**src/rtl/mem_stage_pkg.sv**
```systemverilog
// Shared types and default widths for the MEM pipeline stage and its helpers.
package mem_stage_pkg;

    localparam int DEF_DATA_WIDTH     = 32;
    localparam int DEF_ADDR_WIDTH     = 10;
    localparam int DEF_REG_ADDR_WIDTH = 5;
    localparam int DEF_TIMEOUT_CYCLES = 16;

    typedef enum logic [1:0] {
        IDLE = 2'd0,
        REQ  = 2'd1,
        RESP = 2'd2
    } mem_state_e;

    // Control bits captured with a memory instruction while it waits on the bus.
    typedef struct packed {
        logic we;
        logic reg_en;
        logic mem_to_reg;
    } mem_ctrl_t;

endpackage

```
**src/rtl/mem_timeout_ctr.sv**
```systemverilog
// Handshake watchdog: counts cycles while enabled and flags the last allowed cycle.
// Only instantiated when MEM_ACCESS_TIMEOUT_EN is defined.
module mem_timeout_ctr
    import mem_stage_pkg::*;
#(
    parameter int Limit = DEF_TIMEOUT_CYCLES
) (
    input  logic clock,
    input  logic reset,
    input  logic clear,
    input  logic enable,
    output logic expire
);

    localparam int CntWidth = (Limit > 2) ? $clog2(Limit) : 1;

    logic [CntWidth-1:0] count;

    always_ff @(posedge clock) begin
        if (reset) begin
            count <= '0;
        end else if (clear) begin
            count <= '0;
        end else if (enable && !expire) begin
            count <= count + 1'b1;
        end
    end

    assign expire = enable && (count == CntWidth'(Limit - 1));

endmodule

```
**src/rtl/mem_access_stage.sv**
```systemverilog
// MEM stage: issues data-memory loads/stores over req/gnt/rvalid and registers WB results.
// Optional handshake watchdog with BUS_ERR_OUT pulse: define MEM_ACCESS_TIMEOUT_EN.
module mem_access_stage
    import mem_stage_pkg::*;
#(
    parameter int DataWidth     = DEF_DATA_WIDTH,
    parameter int AddrWidth     = DEF_ADDR_WIDTH,
    parameter int RegAddrWidth  = DEF_REG_ADDR_WIDTH,
    parameter int TimeoutCycles = DEF_TIMEOUT_CYCLES
) (
    input  logic                    clock,
    input  logic                    reset,
    input  logic                    MEM_to_REG_IN,
    input  logic                    MEM_READ_IN,
    input  logic                    MEM_WRITE_IN,
    input  logic                    Reg_EN_IN,
    input  logic [DataWidth-1:0]    ALU_Result_IN,
    input  logic [AddrWidth-1:0]    D_MEM_ADDR_IN,
    input  logic [DataWidth-1:0]    DataIN_MEM_IN,
    input  logic [RegAddrWidth-1:0] WB_REG_IN,
    output logic                    DMEM_REQ,
    output logic                    DMEM_WE,
    output logic [AddrWidth-1:0]    DMEM_ADDR,
    output logic [DataWidth-1:0]    DMEM_WDATA,
    input  logic                    DMEM_GNT,
    input  logic                    DMEM_RVALID,
    input  logic [DataWidth-1:0]    DMEM_RDATA,
    output logic                    PIPE_STALL,
    output logic                    Reg_EN_OUT,
    output logic [RegAddrWidth-1:0] WB_REG_OUT,
    output logic [DataWidth-1:0]    WB_DATA_OUT,
    output logic                    BUS_ERR_OUT
);

    if (TimeoutCycles < 2) begin : g_bad_timeout
        $error("mem_access_stage: TimeoutCycles must be at least 2");
    end

    // Handshake: DMEM_REQ stays high with stable DMEM_WE/ADDR/WDATA until the
    // cycle DMEM_GNT is sampled high; a granted load then waits for DMEM_RVALID,
    // which qualifies DMEM_RDATA. GNT outside REQ and RVALID outside RESP are ignored.

    mem_state_e              state_q, state_d;
    mem_ctrl_t               ctrl_q;
    logic [AddrWidth-1:0]    addr_q;
    logic [DataWidth-1:0]    wdata_q;
    logic [DataWidth-1:0]    alu_q;
    logic [RegAddrWidth-1:0] wb_reg_q;

    logic mem_op;
    logic capture;
    logic pass;
    logic wb_load;
    logic stall;
    logic abort;

    assign mem_op = MEM_READ_IN | MEM_WRITE_IN;

    always_comb begin
        state_d = state_q;
        capture = 1'b0;
        pass    = 1'b0;
        wb_load = 1'b0;
        stall   = 1'b0;
        case (state_q)
            IDLE: begin
                if (mem_op) begin
                    capture = 1'b1;
                    stall   = 1'b1;
                    state_d = REQ;
                end else begin
                    pass = 1'b1;
                end
            end
            REQ: begin
                if (DMEM_GNT) begin
                    if (ctrl_q.we) begin
                        state_d = IDLE;
                    end else begin
                        stall   = 1'b1;
                        state_d = RESP;
                    end
                end else if (abort) begin
                    state_d = IDLE;
                end else begin
                    stall = 1'b1;
                end
            end
            RESP: begin
                if (DMEM_RVALID) begin
                    wb_load = 1'b1;
                    state_d = IDLE;
                end else if (abort) begin
                    state_d = IDLE;
                end else begin
                    stall = 1'b1;
                end
            end
            default: state_d = IDLE;
        endcase
    end

    always_ff @(posedge clock) begin
        if (reset) begin
            state_q     <= IDLE;
            ctrl_q      <= '0;
            addr_q      <= '0;
            wdata_q     <= '0;
            alu_q       <= '0;
            wb_reg_q    <= '0;
            Reg_EN_OUT  <= 1'b0;
            WB_REG_OUT  <= '0;
            WB_DATA_OUT <= '0;
        end else begin
            state_q <= state_d;
            if (capture) begin
                ctrl_q.we         <= MEM_WRITE_IN;
                ctrl_q.reg_en     <= Reg_EN_IN;
                ctrl_q.mem_to_reg <= MEM_to_REG_IN;
                addr_q            <= D_MEM_ADDR_IN;
                wdata_q           <= DataIN_MEM_IN;
                alu_q             <= ALU_Result_IN;
                wb_reg_q          <= WB_REG_IN;
            end
            // Stall, store and abort cycles insert a bubble; WB data/dest hold.
            if (pass) begin
                Reg_EN_OUT  <= Reg_EN_IN;
                WB_REG_OUT  <= WB_REG_IN;
                WB_DATA_OUT <= ALU_Result_IN;
            end else if (wb_load) begin
                Reg_EN_OUT  <= ctrl_q.reg_en;
                WB_REG_OUT  <= wb_reg_q;
                WB_DATA_OUT <= ctrl_q.mem_to_reg ? DMEM_RDATA : alu_q;
            end else begin
                Reg_EN_OUT <= 1'b0;
            end
        end
    end

    assign PIPE_STALL = stall;
    assign DMEM_REQ   = (state_q == REQ);
    assign DMEM_WE    = ctrl_q.we;
    assign DMEM_ADDR  = addr_q;
    assign DMEM_WDATA = wdata_q;

`ifdef MEM_ACCESS_TIMEOUT_EN
    logic tmo_expire;

    mem_timeout_ctr #(
        .Limit (TimeoutCycles)
    ) u_timeout (
        .clock  (clock),
        .reset  (reset),
        .clear  (capture),
        .enable (state_q != IDLE),
        .expire (tmo_expire)
    );

    // A handshake landing on the final cycle completes normally.
    assign abort = tmo_expire &
                   ~(((state_q == REQ) & DMEM_GNT) | ((state_q == RESP) & DMEM_RVALID));

    always_ff @(posedge clock) begin
        if (reset) begin
            BUS_ERR_OUT <= 1'b0;
        end else begin
            BUS_ERR_OUT <= abort;
        end
    end
`else
    assign abort       = 1'b0;
    assign BUS_ERR_OUT = 1'b0;
`endif

endmodule

```
**config.mk**
```make
export PLATFORM = sky130hd
export DESIGN_NAME = mem_access_stage
export DESIGN_NICKNAME = d
export VERILOG_FILES = /design/src/rtl/mem_stage_pkg.sv /design/src/rtl/mem_timeout_ctr.sv /design/src/rtl/mem_access_stage.sv
export SDC_FILE = /design/constraint.sdc
export NUM_CORES = 1
export LEC_CHECK = 0
export CORE_ASPECT_RATIO = 1.2
export CORE_MARGIN = 10
export CORE_UTILIZATION = 40
export CTS_CLUSTER_DIAMETER = 120
export DETAILED_ROUTE_END_ITERATION = 10
export PLACE_DENSITY = 0.75
export SLEW_MARGIN = 20
export SYNTH_ARGS = -nofsm -noshare
export SYNTH_HDL_FRONTEND = slang
export SYNTH_HIERARCHICAL = 1
export SYNTH_SLANG_ARGS = --single-unit
```
**constraint.sdc**
```tcl
create_clock -name clock -period 2.1 [get_ports clock]
set_input_delay 0.63 -clock clock [delete_from_list [all_inputs] [get_ports clock]]
set_output_delay 0.63 -clock clock [all_outputs]
set_load 0.05 [all_outputs]
```
======== Word level (Yosys, flattened, before mapping) ========
Cells that the tools add are included.
word-level totals
  bits in writable memories ............... 0
  ROM bits ................................ 0
  output and inout port bits .............. 84
  latch bits .............................. 0
  memories kept ........................... 0
  logic and storage cells ................. 42
  input bits .............................. 119
  flip-flop bits (word level) ............. 122
operators by class
  equal/unequal tests ..................... 5
  shift-type cells ........................ 0
  multipliers ............................. 0
  reductions and logical operators ........ 3
  multiplexer cells ....................... 22
  $add $sub $neg .......................... 0
  divide/modulo/power cells ............... 0
  bitwise operators ....................... 1
  $lt $le $gt $ge ......................... 0
operators by type and width
  kind                                                                     count
  32-bit two-way mux                                                       3
  1-bit two-way mux                                                        11
  5-bit two-way mux                                                        2
  2-bit two-way mux                                                        4
  2-bit one-hot mux with 3 select lines                                    1
  2-bit inequality test, second input constant                             2
  1-bit one-hot mux with 3 select lines                                    1
  3-bit AND reduction                                                      1
  2-bit by 1-bit == test with 1-bit output, second input constant          1
  2-bit == test, second input constant                                     1
  2-bit logical NOT                                                        1
  2-bit by 1-bit inequality test with 1-bit output, second input constant  1
  2-bit nonzero test                                                       1
  1-bit bitwise OR                                                         1

======== Depth between registers and ports, before layout ========
  depth in word-level cells ............... 4
  gate-level depth with buffers ........... 5

======== Worst setup path after synthesis ========
OpenSTA, ideal clock, no wires.
  path kind ............................... input to output
  from .................................... in MEM_WRITE_IN
  to ...................................... out PIPE_STALL
  setup slack ............................. -273 ps
  stages on the path ...................... 5
  path buffers ............................ 2
  arrival ................................. 1,743 ps
  required time ........................... 1,470 ps
  path through ............................ or2_2 buf_2 buf_1 nand2_1 nand3_1
between the ends
  cells in the longest elaborated chain, start to end .. 3
ends and longest elaborated chain
  item                                   line                    RTL
  from (decl)                            mem_access_stage.sv:15  input logic MEM_WRITE_IN,
  1-bit bitwise OR                       mem_access_stage.sv:57  assign mem_op = MEM_READ_IN | MEM_WRITE_IN;
  1-bit two-way mux                      mem_access_stage.sv:67  if (mem_op) begin
  1-bit one-hot mux with 3 select lines  mem_access_stage.sv:65  case (state_q)
  to (decl)                              mem_access_stage.sv:28  output logic PIPE_STALL,
No other way between the ends.

======== Worst setup path in the final report ========
  from .................................... in MEM_READ_IN
  to ...................................... out PIPE_STALL
between the ends
  cells in the longest elaborated chain, start to end .. 3
ends and longest elaborated chain
  item                                   line                    RTL
  from (decl)                            mem_access_stage.sv:14  input logic MEM_READ_IN,
  1-bit bitwise OR                       mem_access_stage.sv:57
  1-bit two-way mux                      mem_access_stage.sv:67
  1-bit one-hot mux with 3 select lines  mem_access_stage.sv:65
No other way between the ends.

==> impl_metrics.py <==
metrics = {
    "run_status": {
        "status": "complete, no violations",
    },
    "finish": {
        "final_area_sq_um": 7730,
        "multi_input_area_sq_um": 2410,
        "nFillCells": 1082,
        "final_cells": 952,
        "regArea_sq_um": 2440,
        "final_util": 0.615,
        "area_delta_synth_final_pct": 51.5,
        "drive_gt1_frac": 0.241,
        "layout.nets": 894,
    },
    "timing": {
        "layout_min_cycle_time_ps": 2070,
        "fin_skew_ps": 6.34,
        "slew_headroom": 0.390,
        "hold_slack_ps": 468,
        "fin_ws_ps": 25.5,
        "setup_tns_ps": 0,
        "rsz0062_at_grt": "false",
        "worst_pin_slew_ps": 915,
        "fin_crit_sh": 0.988,
        "hold_violations": 0,
        "fmax_mhz": 482,
        "finalMaxSlewViolations": 0,
        "setup_viol_count_final": 0,
    },
    "critical_path": {
        "r2r_end": "wb_reg_q[3]$_SDFFE_PP0P_",
        "worstRegToRegCells": 5,
        "cp-start-kind": "input pin",
        "crit_type": "in -> out",
        "worstPathMaxFanout": 2,
        "rr_startpoint": "state_q[1]$_SDFFE_PP0P_",
        "cp.arrival_ps": 1440,
        "r2r_setup_slack_ps": 310,
        "endpoint_kind": "primary output",
        "cpPeakStageDelay_ps": 250,
        "critPathBufInv": 2,
        "cpLargestDelayFamily": "simple AND/OR/NAND/NOR gates",
        "cp_slowest_cell": "dlygate4sd2_1",
        "worstPathRequired_ps": 1470,
        "worstPathCellList": "dlygate4sd2_1, or2_4, nand2_4, nand3_4, buf_12",
    },
    "floorplan": {
        "die_x_microns": 123,
        "die_h_microns": 144,
        "coreArea_sq_um": 12600,
        "rows": 45,
        "io-pin-count": 203,
        "die_area_sq_um": 17700,
        "initial_core_util": 0.406,
    },
    "place": {
        "dp_hpwl_mm": 12.5,
        "preCtsSetupSlack_ps": -317,
        "dp.cells": 918,
        "gp_congestion": 0.765,
        "portBuffers": 201,
        "place_area_sq_um": 7160,
    },
    "power_and_ir_drop": {
        "p_int_mw": 4.69,
        "ir_worst_vdd_mv": 0.463,
        "p_leak_nw": 3.00,
        "p_per_area_nw_per_um2": 880,
        "comb_power_share": 0.234,
        "p_clk_frac": 0.383,
        "p_seq_frac": 0.383,
        "swShare": 0.311,
        "power_mw": 6.80,
        "switchingPower_mw": 2.11,
    },
    "grt": {
        "antenna_found_initial": 1,
        "overflow": 0,
        "grt_pass1_wl_mm": 28.3,
        "grt_usage": 0.200,
        "grt_max_degree": 83,
        "grt_pass1_vias": 5442,
    },
    "drt": {
        "drt-total-wl_mm": 18.1,
        "via_per_inst": 5.58,
        "vias": 5316,
        "drc": 0,
        "routedWlPerCell_microns": 19.0,
        "dr.pass1.iters": 5,
        "drtIter0Drc": 349,
        "ant_nets": 0,
    },
    "cts": {
        "clkSlewWorstSetupHoldPaths_ps": 50,
        "clock-sinks": 122,
        "cts_max_level": 4,
        "cts_buffer_depth": 2,
        "ctsHoldBuffers": 0,
        "cts_tree": "yes",
        "root_buffer": "clkbuf_16",
        "worstSkewPairLatency_ps": 410,
        "cts_buffers": 17,
    },
    "worst_hold_path": {
        "worstHoldStart": "WB_DATA_OUT[12]$_SDFFE_PP0P_",
        "min_path_cells": 2,
        "holdPathEnd": "WB_DATA_OUT[12]$_SDFFE_PP0P_",
        "min_path_type": "reg -> reg",
    },
    "synthesis": {
        "syn_avg_cell_area_sq_um": 8.59,
        "yosys_warnings": 6,
        "async_flop_share": 0,
        "synth-edff-count": 0,
        "synth_area_leaders": "dfxtp_1 48%, a21oi_1 12%, nand3_1 11%, o21ai_0 8.0%, mux2_2 5.3%",
        "yosysMostFrequentCell": "dfxtp_1",
        "yosys.area.top_type": "dfxtp_1",
        "netlist_top_cells_count": "122 x dfxtp_1, 121 x a21oi_1, 111 x nand3_1, 82 x o21ai_0, 47 x clkbuf_1",
        "ys.flop_type": "dfxtp_1",
        "syn_nets": 713,
        "ys_ff_latch": 122,
        "seq_area_frac_synth": 0.479,
        "synth_top_area_share": 0.479,
        "syn_inst": 594,
        "synth.distinct_cells": 26,
        "synth_area_sq_um": 5100,
    },
    "flow_run": {
        "maxCapViolations": 0,
    },
}
## area by class of cell
type                       instances  area share
sequential                       122       0.316
multi-input combinational        403       0.312
timing repair buffer             230       0.276
clock buffer                      19      0.0586
tap                              164      0.0266
clock inverter                    12      0.0100
inverter                           1    0.000486
antenna                            1    0.000324
## timing repair
action	CTS	global route
gates resized for setup	11	1
setup endpoints to repair	1	1
buffers inserted	1	1
pin swaps	3	3
## power groups by stage
| stage | clock [mW] | combinational [mW] | sequential (mW) |
|---|---|---|---|
| after global placement | 0 | 1.56 | 2.64 |
| after CTS | 2.64 | 1.60 | 2.60 |
| after detailed placement | 0 | 1.59 | 2.65 |
| after floorplan | 0 | 0.578 | 3.01 |
| after global routing | 2.76 | 1.70 | 2.62 |
| final | 2.60 | 1.59 | 2.60 |
## metal layers
metal  vias to the layer above  wire (microns)  track usage
li1                       2538               -            -
met1                      2541            6620        0.208
met2                       218            9190        0.341
met3                        19            2020       0.0950
met4                         0             250       0.0737
met5                         -               0            0
## tightest hold or removal path: stages, from the launching register on
cell and delay, ps:
dfxtp_1 310, nand3_1 60, a21oi_1 60
## registers in the layout, indices dropped and copies added (netlist names)
register	flops
Reg_EN_OUT	1
DMEM_WE	1
alu_q	32
state_q	2
wb_reg_q	5
WB_DATA_OUT	32
ctrl_q	2
DMEM_ADDR	10
DMEM_WDATA	32
WB_REG_OUT	5
## worst max-delay path by stage
stage                      start          to  slack [ps]  cells after the start
finish               MEM_READ_IN  PIPE_STALL          30                      5
global route         MEM_READ_IN  PIPE_STALL           3                      5
global placement     DMEM_RVALID  PIPE_STALL        -310                      4
CTS                  MEM_READ_IN  PIPE_STALL          30                      5
floorplan           MEM_WRITE_IN  PIPE_STALL           8                      5
detailed placement   DMEM_RVALID  PIPE_STALL        -320                      4
## placed cells by master (no fill, tap or decap), types with 2 or more instances in the layout
| master | count |
|---|---|
| mux2_2 | 24 |
| a22oi_1 | 30 |
| nor2_4 | 2 |
| clkdlybuf4s15_1 | 2 |
| dfxtp_1 | 120 |
| clkinvlp_4 | 7 |
| buf_12 | 9 |
| clkbuf_8 | 2 |
| buf_4 | 104 |
| a21oi_1 | 121 |
| clkbuf_16 | 17 |
| o221a_2 | 8 |
| nand2_1 | 2 |
| nand2_4 | 2 |
| nand3_1 | 110 |
| dlygate4sd2_1 | 2 |
| clkinv_2 | 5 |
| mux2i_1 | 8 |
| nand3b_1 | 2 |
| dfxtp_2 | 2 |
| o21ai_0 | 82 |
| clkdlybuf4s50_1 | 113 |
## cells by family after synthesis
| group | share of synthesized area |
|---|---|
| flip-flops | 0.479 |
| AND/OR/NAND/NOR | 0.131 |
| AO/OA/AOI/OAI | 0.261 |
| buffers and inverters | 0.0596 |
| multiplexers | 0.0687 |
| other | 0.000735 |
Power figures use the tool's default switching activity.
